$ cat config.mk
export PLATFORM = sky130hd
export DESIGN_NAME = serial_memory_loader_flat
export DESIGN_NICKNAME = d
export VERILOG_FILES = /design/src/rtl/weight_mem_pkg.sv /design/src/rtl/serial_memory_loader_if.sv /design/src/rtl/weight_line_packer.sv /design/src/rtl/serial_memory_loader.sv /design/src/flat_wrapper.sv
export SDC_FILE = /design/constraint.sdc
export NUM_CORES = 1
export LEC_CHECK = 0
export CAP_MARGIN = 10
export CORE_MARGIN = 2
export CORE_UTILIZATION = 45
export CTS_CLUSTER_DIAMETER = 80
export DETAILED_ROUTE_END_ITERATION = 10
export PLACE_DENSITY = 0.81
export SLEW_MARGIN = 20
export SYNTH_ARGS = -nofsm -noshare
export SYNTH_HDL_FRONTEND = slang
export SYNTH_SLANG_ARGS = --single-unit
$ cat constraint.sdc
create_clock -name i_clk -period 4.8 [get_ports i_clk]
set_input_delay 0.96 -clock i_clk [delete_from_list [all_inputs] [get_ports i_clk]]
set_output_delay 0.96 -clock i_clk [all_outputs]
set_load 0.03 [all_outputs]
$ cat src/rtl/weight_mem_pkg.sv
// Shared weight-memory line layout definitions.
// Used by both the fetch path and the loader, so the packing of weight
// slots and the bias field has a single source.
package weight_mem_pkg;

    // Every weight occupies a fixed 8-bit slot regardless of its precision.
    localparam int SLOT_W = 8;

    typedef enum logic [2:0] {
        IDLE    = 3'd0,
        COLLECT = 3'd1,
        BIAS    = 3'd2,
        WRITE   = 3'd3,
        DONE    = 3'd4
    } loader_state_e;

    // Weights per line. Any remainder of n/temp is dropped by design.
    function automatic int lanes(input int n, input int temp);
        return n / temp;
    endfunction

    // Minimum line width needed for the weight slots plus the bias field.
    function automatic int line_bits(input int n_lanes, input int bias_precision);
        return n_lanes * SLOT_W + bias_precision;
    endfunction

endpackage

$ cat src/rtl/serial_memory_loader_if.sv
// Weight and bias stream handshake into the serial memory loader.
// master = host/DMA side, slave = loader side.
interface serial_memory_loader_if #(
    parameter int PRECISION      = 5,
    parameter int BIAS_PRECISION = 32
);
    logic                      w_valid;
    logic                      w_ready;
    logic [PRECISION-1:0]      w_data;
    logic                      b_valid;
    logic                      b_ready;
    logic [BIAS_PRECISION-1:0] b_data;

    modport master (
        output w_valid, w_data, b_valid, b_data,
        input  w_ready, b_ready
    );

    modport slave (
        input  w_valid, w_data, b_valid, b_data,
        output w_ready, b_ready
    );
endinterface

$ cat src/rtl/weight_line_packer.sv
// Line buffer for the loader: one register per weight slot plus the bias
// register. The packed line is presented continuously; the owning FSM
// decides when it is written.
module weight_line_packer
    import weight_mem_pkg::*;
#(
    parameter int LANES          = 2,
    parameter int LANE_W         = 1,
    parameter int PRECISION      = 5,
    parameter int BIAS_PRECISION = 32,
    parameter int BRAM_WIDTH     = 48
) (
    input  logic                      i_clk,
    input  logic                      i_clr,
    input  logic                      i_clear,
    input  logic                      i_slot_we,
    input  logic [LANE_W-1:0]         i_slot_idx,
    input  logic [PRECISION-1:0]      i_slot_data,
    input  logic                      i_bias_we,
    input  logic [BIAS_PRECISION-1:0] i_bias_data,
    output logic [BRAM_WIDTH-1:0]     o_line
);

    logic [PRECISION-1:0]      r_slot [LANES];
    logic [BIAS_PRECISION-1:0] r_bias;
    logic [BRAM_WIDTH-1:0]     w_line;

    // Slot and bias storage; clear wins over any write in the same cycle.
    always_ff @(posedge i_clk) begin
        if (i_clr || i_clear) begin
            for (int k = 0; k < LANES; k++) begin
                r_slot[k] <= '0;
            end
            r_bias <= '0;
        end else begin
            for (int k = 0; k < LANES; k++) begin
                if (i_slot_we && (i_slot_idx == LANE_W'(k))) begin
                    r_slot[k] <= i_slot_data;
                end
            end
            if (i_bias_we) begin
                r_bias <= i_bias_data;
            end
        end
    end

    // Pack into the BRAM layout; unused slot bits and the MSBs stay zero.
    always_comb begin
        w_line = '0;
        for (int k = 0; k < LANES; k++) begin
            w_line[k*SLOT_W +: PRECISION] = r_slot[k];
        end
        w_line[LANES*SLOT_W +: BIAS_PRECISION] = r_bias;
    end

    assign o_line = w_line;

endmodule

$ cat src/rtl/serial_memory_loader.sv
// serial_memory_loader: packs a weight/bias stream into weight-BRAM lines
// and issues one write per completed line, NLINES = M*TEMP lines per load.
// Optional feature: define WEIGHT_LOADER_CHECKSUM_EN to add o_checksum,
// the XOR of every line written since the last accepted start.
//
// state   | meaning
// IDLE    | waiting for start
// COLLECT | accepting weights into slots 0..LANES-1
// BIAS    | accepting the bias for the current line
// WRITE   | line presented to the BRAM for one enabled cycle
// DONE    | one-cycle completion pulse, back to IDLE
module serial_memory_loader
    import weight_mem_pkg::*;
#(
    parameter int  TEMP           = 2,
    parameter int  M              = 5,
    parameter int  N              = 5,
    parameter int  PRECISION      = 5,
    parameter int  BIAS_PRECISION = 32,
    parameter int  BRAM_WIDTH     = 48,
    localparam int NLINES         = M * TEMP,
    localparam int ADDR_W         = (NLINES > 1) ? $clog2(NLINES) : 1
) (
    input  logic                  i_clk,
    input  logic                  i_clr,
    input  logic                  i_ce,
    input  logic                  i_start,
    serial_memory_loader_if.slave s_if,
    output logic                  o_mem_we,
    output logic [ADDR_W-1:0]     o_mem_addr,
    output logic [BRAM_WIDTH-1:0] o_mem_din,
`ifdef WEIGHT_LOADER_CHECKSUM_EN
    output logic [BRAM_WIDTH-1:0] o_checksum,
`endif
    output logic                  o_busy,
    output logic                  o_done
);

    localparam int LANES  = lanes(N, TEMP);
    localparam int LANE_W = (LANES > 1) ? $clog2(LANES) : 1;
    localparam logic [LANE_W-1:0] LAST_LANE = LANE_W'(LANES - 1);
    localparam logic [ADDR_W-1:0] LAST_LINE = ADDR_W'(NLINES - 1);

    if (LANES < 1) begin : g_lanes_check
        $error("N/TEMP must give at least one weight per line");
    end
    if (PRECISION > SLOT_W) begin : g_prec_check
        $error("PRECISION must fit in an 8-bit slot");
    end
    if (BRAM_WIDTH < line_bits(LANES, BIAS_PRECISION)) begin : g_width_check
        $error("BRAM_WIDTH too small for LANES slots plus bias");
    end

    loader_state_e          r_state;
    logic [LANE_W-1:0]      r_lane;
    logic [ADDR_W-1:0]      r_line;
    logic                   r_busy;

    logic                   w_w_acc;
    logic                   w_b_acc;
    logic                   w_start_acc;
    logic                   w_write;
    logic                   w_clear;
    logic [BRAM_WIDTH-1:0]  w_line;

    // Ready depends only on state and enable, never on valid.
    assign s_if.w_ready = i_ce && (r_state == COLLECT);
    assign s_if.b_ready = i_ce && (r_state == BIAS);

    assign w_w_acc     = s_if.w_valid && s_if.w_ready;
    assign w_b_acc     = s_if.b_valid && s_if.b_ready;
    assign w_start_acc = i_ce && (r_state == IDLE) && i_start;
    // A stalled WRITE holds its state, so the pulse fires once ce returns.
    assign w_write     = i_ce && (r_state == WRITE);
    // Fresh buffer for a new load and for every line after a write; the
    // last line is kept so o_mem_din still shows it after completion.
    assign w_clear     = w_start_acc || (w_write && (r_line != LAST_LINE));

    // Load sequencing: lane/line counters and busy flag.
    always_ff @(posedge i_clk) begin
        if (i_clr) begin
            r_state <= IDLE;
            r_lane  <= '0;
            r_line  <= '0;
            r_busy  <= 1'b0;
        end else if (i_ce) begin
            case (r_state)
                IDLE: begin
                    if (i_start) begin
                        r_state <= COLLECT;
                        r_busy  <= 1'b1;
                        r_line  <= '0;
                        r_lane  <= '0;
                    end
                end
                COLLECT: begin
                    if (w_w_acc) begin
                        if (r_lane == LAST_LANE) begin
                            r_lane  <= '0;
                            r_state <= BIAS;
                        end else begin
                            r_lane <= r_lane + 1'b1;
                        end
                    end
                end
                BIAS: begin
                    if (w_b_acc) begin
                        r_state <= WRITE;
                    end
                end
                WRITE: begin
                    if (r_line == LAST_LINE) begin
                        r_state <= DONE;
                    end else begin
                        r_line  <= r_line + 1'b1;
                        r_state <= COLLECT;
                    end
                end
                DONE: begin
                    r_busy  <= 1'b0;
                    r_line  <= '0;
                    r_state <= IDLE;
                end
                default: begin
                    r_state <= IDLE;
                end
            endcase
        end
    end

    weight_line_packer #(
        .LANES          (LANES),
        .LANE_W         (LANE_W),
        .PRECISION      (PRECISION),
        .BIAS_PRECISION (BIAS_PRECISION),
        .BRAM_WIDTH     (BRAM_WIDTH)
    ) u_packer (
        .i_clk       (i_clk),
        .i_clr       (i_clr),
        .i_clear     (w_clear),
        .i_slot_we   (w_w_acc),
        .i_slot_idx  (r_lane),
        .i_slot_data (s_if.w_data),
        .i_bias_we   (w_b_acc),
        .i_bias_data (s_if.b_data),
        .o_line      (w_line)
    );

    assign o_mem_we   = w_write;
    assign o_mem_addr = r_line;
    assign o_mem_din  = w_line;
    assign o_busy     = r_busy;
    assign o_done     = i_ce && (r_state == DONE);

`ifdef WEIGHT_LOADER_CHECKSUM_EN
    logic [BRAM_WIDTH-1:0] r_checksum;

    // Running XOR of written lines, restarted by each accepted start.
    always_ff @(posedge i_clk) begin
        if (i_clr || w_start_acc) begin
            r_checksum <= '0;
        end else if (w_write) begin
            r_checksum <= r_checksum ^ w_line;
        end
    end

    assign o_checksum = r_checksum;
`endif

endmodule

$ cat src/flat_wrapper.sv
// flat-port wrapper written by rule: the top's interface ports become plain ports
module serial_memory_loader_flat import weight_mem_pkg::*;
#(
    parameter int  TEMP           = 2,
    parameter int  M              = 5,
    parameter int  N              = 5,
    parameter int  PRECISION      = 5,
    parameter int  BIAS_PRECISION = 32,
    parameter int  BRAM_WIDTH     = 48,
    localparam int NLINES         = M * TEMP,
    localparam int ADDR_W         = (NLINES > 1) ? $clog2(NLINES) : 1
)
  (i_clk, i_clr, i_ce, i_start, o_mem_we, o_mem_addr, o_mem_din, o_busy, o_done, s_if_w_valid, s_if_w_data, s_if_b_valid, s_if_b_data, s_if_w_ready, s_if_b_ready);
  serial_memory_loader_if #(.PRECISION(PRECISION), .BIAS_PRECISION(BIAS_PRECISION)) s_if_i ();
  input  logic i_clk;
  input  logic i_clr;
  input  logic i_ce;
  input  logic i_start;
  output logic o_mem_we;
  output logic [ADDR_W-1:0] o_mem_addr;
  output logic [BRAM_WIDTH-1:0] o_mem_din;
  output logic o_busy;
  output logic o_done;
  input wire logic [$bits(s_if_i.w_valid)-1:0] s_if_w_valid;
  input wire logic [$bits(s_if_i.w_data)-1:0] s_if_w_data;
  input wire logic [$bits(s_if_i.b_valid)-1:0] s_if_b_valid;
  input wire logic [$bits(s_if_i.b_data)-1:0] s_if_b_data;
  output wire logic [$bits(s_if_i.w_ready)-1:0] s_if_w_ready;
  output wire logic [$bits(s_if_i.b_ready)-1:0] s_if_b_ready;
  assign s_if_i.w_valid = s_if_w_valid;
  assign s_if_i.w_data = s_if_w_data;
  assign s_if_i.b_valid = s_if_b_valid;
  assign s_if_i.b_data = s_if_b_data;
  assign s_if_w_ready = s_if_i.w_ready;
  assign s_if_b_ready = s_if_i.b_ready;
  serial_memory_loader #(.TEMP(TEMP), .M(M), .N(N), .PRECISION(PRECISION), .BIAS_PRECISION(BIAS_PRECISION), .BRAM_WIDTH(BRAM_WIDTH)) u_core (.i_clk(i_clk), .i_clr(i_clr), .i_ce(i_ce), .i_start(i_start), .s_if(s_if_i), .o_mem_we(o_mem_we), .o_mem_addr(o_mem_addr), .o_mem_din(o_mem_din), .o_busy(o_busy), .o_done(o_done));
endmodule
==> summary.md <==
| Metric | Value |
|---|---|
| Outcome | `complete, no violations` |
| Crit-path cells | `clkdlybuf4s50_1 -> nor2b_1 -> and3_1 -> clkdlybuf4s50_1` |
| Hold slack | `467 ps` |
| Final wirelength | `5200 um` |
| Die span in y | `74.8 um` |
| Ys async rst share | `0%` |
| CP Buf/Inv Count | `2` |
| Final Wtd Congestion | `0.835` |
| First-pass GRT wire length | `8280 um` |
| Slew margin rel. | `59.8%` |
| Share of layout cells above drive strength 1 | `13.6%` |
| Dominant synthesized flop cell | `dfxtp_1` |
| Number of fillers in the final layout | `424` |
| Nets | `368` |
| Max Cap Violations | `0` |
| # Post-CTS Setup Buffers | `0` |
| Fmax | `268 MHz` |
| Port bufs | `93` |
| Row cnt | `25` |
| CTS HTree Levels | `2` |
| Largest net degree at the start of global routing | `33` |
| EDFF count, synth | `10` |
| PD cells | `257 nW/um2` |
| Seq. cell area | `1120 um2` |
| Mapped cell area | `2260 um2` |
| Drt wl/cell | `13.3 um` |
| Tcrit/Tclk final | `77.8%` |
| Vias in the first global route | `1808` |
| Core box area | `4790 um2` |
| Synth top area share | `36.3%` |
| DRC | `0` |
| Placed Cells | `383` |
| Die X | `74.8 um` |
| Arrival time worst endpoint | `2780 ps` |
| ANT cells | `0` |
| Initial antenna violation count | `0` |
| Min Clock Period, post-route | `3740 ps` |
| First-pass iteration count of the detailed router | `5` |
| Vias/cell | `4.83` |
| Clk Tree Root Cell | `clkbuf_8` |
| Dpl hpwl | `3690 um` |
| Tot GR Track Use | `19.0%` |
| Flops & latches, synth | `51` |
| Delay-heaviest family, CP | `buffers and inverters` |
| Critical path class | `in2out` |
| Fin cells | `390` |
| Clk_skew | `3.59 ps` |
| Mapped Cells | `238` |
| Hold Path Class | `reg2reg` |
| Overflow after GRT | `0` |
| Leakage | `1.08 nW` |
| Peak VDD IR | `141 uV` |
| RSZ-0062 raised after global routing | `no` |
| Critical Path Fanout Max | `8` |
| Avg Cell Area, Syn | `9.49 um2` |
| Clock Path Buffers | `2` |
| Initial DRC Count | `124` |
| CP max-delay cell | `clkdlybuf4s50_1` |
| Final setup viols | `0` |
| Area of the multi-input gates | `972 um2` |
| Area leader, netlist | `dfxtp_1` |
| Cell mode on critical path | `clkdlybuf4s50_1` |
| Clock Latency Late Sink | `290 ps` |
| CTS tree | `built` |
| Clock sinks | `51` |
| Starting Density | `47.2%` |
| Final hold vios | `0` |
| Max stage delay on crit path | `670 ps` |
| Antenna viol nets, final | `0` |
| Fin util | `67.5%` |
| Cts bufs inserted | `5` |
| Worst Tran Pin Value | `603 ps` |
| Max Slew Vio Count | `0` |
| Nature of the critical path startpoint | `input port` |
| Most frequent cell after synthesis | `nand2_1` |
| Clock transition at the registers of the reported paths | `80 ps` |
| Setup crit end kind | `output pin` |
| Cts hold-fix bufs | `0` |
| Yosys cell types | `44` |
| Top post-synthesis cells by count | `nand2_1, dfxtp_1, a21oi_2, edfxtp_1, a21oi_1` |
| Top post-synthesis cells by area | `dfxtp_1, edfxtp_1, nand2_1` |
| TNS Setup | `0 ps` |
| Register area share after synthesis | `49.6%` |
| Area growth syn-to-layout | `43.1%` |
| WP data required | `3840 ps` |
| Io pins | `100` |
| Syn. warnings | `0` |
| PostCTS Resize Cnt | `0` |
| Via Count | `1882` |
| DIE AREA | `5600 um2` |
==> path summary, 6_finish.rpt <==
kind                                                               from                                 endpoint  slack [ps]  depth (start not counted)
worst min register to register  u_core.u_packer.r_bias[29]$_SDFFE_PP0P_  u_core.u_packer.r_bias[29]$_SDFFE_PP0P_         470                          2
worst max register to register           u_core.r_state[1]$_SDFFE_PP0P_   u_core.u_packer.r_slot[0][2]$_DFFE_PP_        2670                          3
worst max-delay path                                               i_ce                                   o_done        1060                          4
worst min-delay path            u_core.u_packer.r_bias[29]$_SDFFE_PP0P_  u_core.u_packer.r_bias[29]$_SDFFE_PP0P_         470                          2
==> through the flow <==
| stage | setup slack, ps | area (um2) | total power [mW] |
|---|---|---|---|
| floorplan | 2200 | 2280 | 0.533 |
| global placement | 1090 | 3130 | 0.577 |
| detailed placement | 1080 | 3130 | 0.577 |
| CTS | 1070 | 3230 | 0.842 |
| global route | 987 | 3230 | 0.865 |
| finish | 1060 | 3230 | 0.831 |
==> cell usage in the layout, fill, tap and decap left out, drive strengths merged, types with 5 or more instances in the layout <==
cell type | synthesis | final
clkdlybuf4s50 | 0 | 93
dfxtp | 41 | 41
edfxtp | 10 | 10
a21oi | 38 | 38
and2 | 5 | 5
conb | 1 | 6
nor2 | 8 | 8
nand2 | 71 | 71
clkbuf | 6 | 7
==> state kept, by name, indices dropped and copies added (netlist names) <==
signal	count
u_core.u_packer.r_bias	32
u_core.u_packer.r_slot	10
u_core.o_mem_addr	4
u_core.r_state	3
u_core.o_busy	1
u_core.r_lane	1
==> final cells by class <==
type | count | area share, %
Timing Repair Buffer | 95 | 29.3
Sequential cell | 51 | 34.7
Multi-Input combinational cell | 167 | 30.1
Inverter | 3 | 0.348
Tap cell | 67 | 2.59
Clock buffer | 7 | 3.02
==> per-layer routing <==
metal  wire (um)  part of all wire, %  GRT usage, %
met4          34                 0.65          5.95
met2        2630                   51          33.6
met5           0                    0             0
met3         353                  6.8          3.75
met1        2180                   42          23.3
==> worst register-to-register path, delay by kind of cell (launching register included) <==
family | cells | cell delay [ps]
flip-flops | 1 | 570
AO/OA/AOI/OAI | 2 | 820
AND/OR/NAND/NOR | 1 | 380
==> where the power goes <==
| group | switching [mW] | total (mW) | leakage (nW) | internal [mW] |
|---|---|---|---|---|
| Clock | 0.131 | 0.263 | 0.0495 | 0.132 |
| Combinational | 0.0592 | 0.115 | 0.594 | 0.0554 |
| Sequential | 0.00755 | 0.453 | 0.437 | 0.445 |
==> logic make-up after synthesis <==
| logic type | Yosys count | share of synthesized area [%] |
|---|---|---|
| simple gates | 106 | 21.7 |
| flops | 51 | 49.6 |
| compound gates | 50 | 17.9 |
| buf+inv | 25 | 8.25 |
| fa+ha+maj | 2 | 1.11 |
| mux | 2 | 0.886 |
| other cells | 1 | 0.166 |
| xor+xnor | 1 | 0.388 |
No activity file was read; power rests on OpenSTA's default activity.
==> edit: new RTL, same flow settings <==
`BRAM_WIDTH` is set to 48 in 3 places; all go to 96.
--- a/src/rtl/weight_line_packer.sv
+++ b/src/rtl/weight_line_packer.sv
@@ -9,5 +9,5 @@
     parameter int PRECISION      = 5,
     parameter int BIAS_PRECISION = 32,
-    parameter int BRAM_WIDTH     = 48
+    parameter int BRAM_WIDTH     = 96
 ) (
     input  logic                      i_clk,
--- a/src/rtl/serial_memory_loader.sv
+++ b/src/rtl/serial_memory_loader.sv
@@ -18,5 +18,5 @@
     parameter int  PRECISION      = 5,
     parameter int  BIAS_PRECISION = 32,
-    parameter int  BRAM_WIDTH     = 48,
+    parameter int  BRAM_WIDTH     = 96,
     localparam int NLINES         = M * TEMP,
     localparam int ADDR_W         = (NLINES > 1) ? $clog2(NLINES) : 1
--- a/src/flat_wrapper.sv
+++ b/src/flat_wrapper.sv
@@ -7,5 +7,5 @@
     parameter int  PRECISION      = 5,
     parameter int  BIAS_PRECISION = 32,
-    parameter int  BRAM_WIDTH     = 48,
+    parameter int  BRAM_WIDTH     = 96,
     localparam int NLINES         = M * TEMP,
     localparam int ADDR_W         = (NLINES > 1) ? $clog2(NLINES) : 1
Interface: changed (resized o_mem_din); port bits go from 100 to 148. The function was not compared with the original's and may differ.
==> edit against the original RTL <==
- clock skew rose by 2.5 ps
- sequential cell count is the same
- non-clock buffer count is the same
- synthesized cell count rose by 20%
- first-iteration DRC count is 13% lower
- sequential power is essentially flat
- worst setup slack worse by 6.9 ps
- power rose by 5.5%
- fmax decreased by 0.18%
- routed wire length grew 5.5%
- design area up 5.8%
- area after synthesis grew 16%
- largest cell class is now multi-input gates
- highest routed layer unchanged
==> edit: results (changes against the original RTL) <==
| Metric | Value |
|---|---|
| Fillers | `494 (+17%)` |
| Switching power total | `258 uW (+30%)` |
| Root Driver | `clkbuf_8` |
| VDD IR max | `0.000138 V (-1.6%)` |
| Top sig layer | `met4` |
| Average wire per standard cell | `12.4 microns (-7.3%)` |
| Vias/cell | `4.56 (-5.6%)` |
| Final setup margin | `1060 ps (-6.85 ps)` |
| Fin Hold WS | `460 ps (-6.23 ps)` |
| Final HPWL DP | `4000 microns (+8.5%)` |
| Switching share of power | `29.4% (+5.6 points)` |
| First-pass GRT wire length | `8290 microns (+0.16%)` |
| Worst slew pin tran | `604 ps (+1.18 ps)` |
| Final Skew | `6.12 ps (+2.54 ps)` |
| Met3 Routed Length | `396 microns (+12%)` |
| Leakage Power | `1.23 nW (+14%)` |
| Reg2Reg Setup Slack | `2410 ps (-260 ps)` |
| Fraction of layout cells with a size suffix above 1 | `12.4% (-1.3 points)` |
| DR iter-0 viols | `108 (-13%)` |
| RD Place Congestion | `0.868 (+3.9%)` |
| Tot GR Track Use | `16.2% (-2.8 points)` |
| Reg-to-reg endpoint | `u_core.u_packer.r_slot[0][5]$_DFFE_PP_` |
| Primary FF master, synth | `dfxtp_1` |
| Number of global-route vias before repair | `1,817 (+0.50%)` |
| Status | `finished, final reports clean` |
| Synth cell count leaders | `71 x nand2_1, 54 x buf_4, 41 x dfxtp_1` |
| CP max FO | `8 (unchanged)` |
| Routed wl met2 | `2640 microns (+0.46%)` |
| Pre-Repair DR Iteration Count | `4 (-1)` |
| Worst R2R Path Depth | `5 (+2)` |
| Seq/Total Area, Yosys | `42.8% (-6.8 points)` |
| EDFF count, synth | `10 (unchanged)` |
| Clock power share | `29.5% (-2.2 points)` |
| Reg clk slew, reported paths | `100 ps (+20 ps)` |
| RR Startpoint | `u_core.r_state[0]$_SDFFE_PP0P_` |
| Largest reg by FF count | `u_core.u_packer.r_bias` |
| Wl on met1 | `2390 microns (+9.9%)` |
| Combinational power | `165 uW (+43%)` |
| Ranking of synthesized cells by area | `dfxtp_1 31%, buf_4 15%, edfxtp_1 11%` |
-- edit: cell count changes in the layout (fill, tap and decap cells not counted) --
cell and delta:
clkbuf_8 +1, clkbuf_1 -1, conb_1 +48, clkinv_4 +1, clkinvlp_4 +1, clkbuf_16 -1
-- edit: critical path, cell delays in order --
cell	delay, ps
clkdlybuf4s50_1	590
nor2b_1	330
and3_1	230
clkdlybuf4s50_1	670
-- edit: area by class of cell --
cell class | count | area, sq um | share of cell area, %
Tap cell | 72 | 90.1 | 2.63
Sequential cell | 51 | 1120 | 32.8
Inverter | 3 | 11.3 | 0.329
Multi-Input combinational cell | 215 | 1150 | 33.7
Clock inverter | 2 | 16.3 | 0.476
Clock buffer | 6 | 82.6 | 2.41
Timing Repair Buffer | 95 | 946 | 27.7
-- edit: per-layer routing --
layer / global-route usage [%] / up-vias
li1: - / 1003
met1: 20.5 / 919
met2: 28.2 / 97
met3: 2.02 / 4
met4: 5.59 / 0
met5: 0 / -
-- edit: metrics by stage --
| step | util [%] | std cells | cell area, sq um |
|---|---|---|---|
| after global routing | 61.3 | 444 | 3420 |
| after CTS | 61.3 | 444 | 3420 |
| after detailed placement | 59.6 | 436 | 3320 |
| final | 61.3 | 444 | 3420 |
| after global placement | 59.6 | 436 | 3320 |
| after floorplan | - | 339 | 2820 |
-- edit: kinds of logic after synthesis --
| logic type | synth area share [%] |
|---|---|
| simple gates | 18.7 |
| flops | 42.8 |
| fa+ha+maj | 0.955 |
| compound gates | 15.4 |
| mux | 0.764 |
| other cells | 0.143 |
| buf+inv | 20.9 |
| xor+xnor | 0.335 |
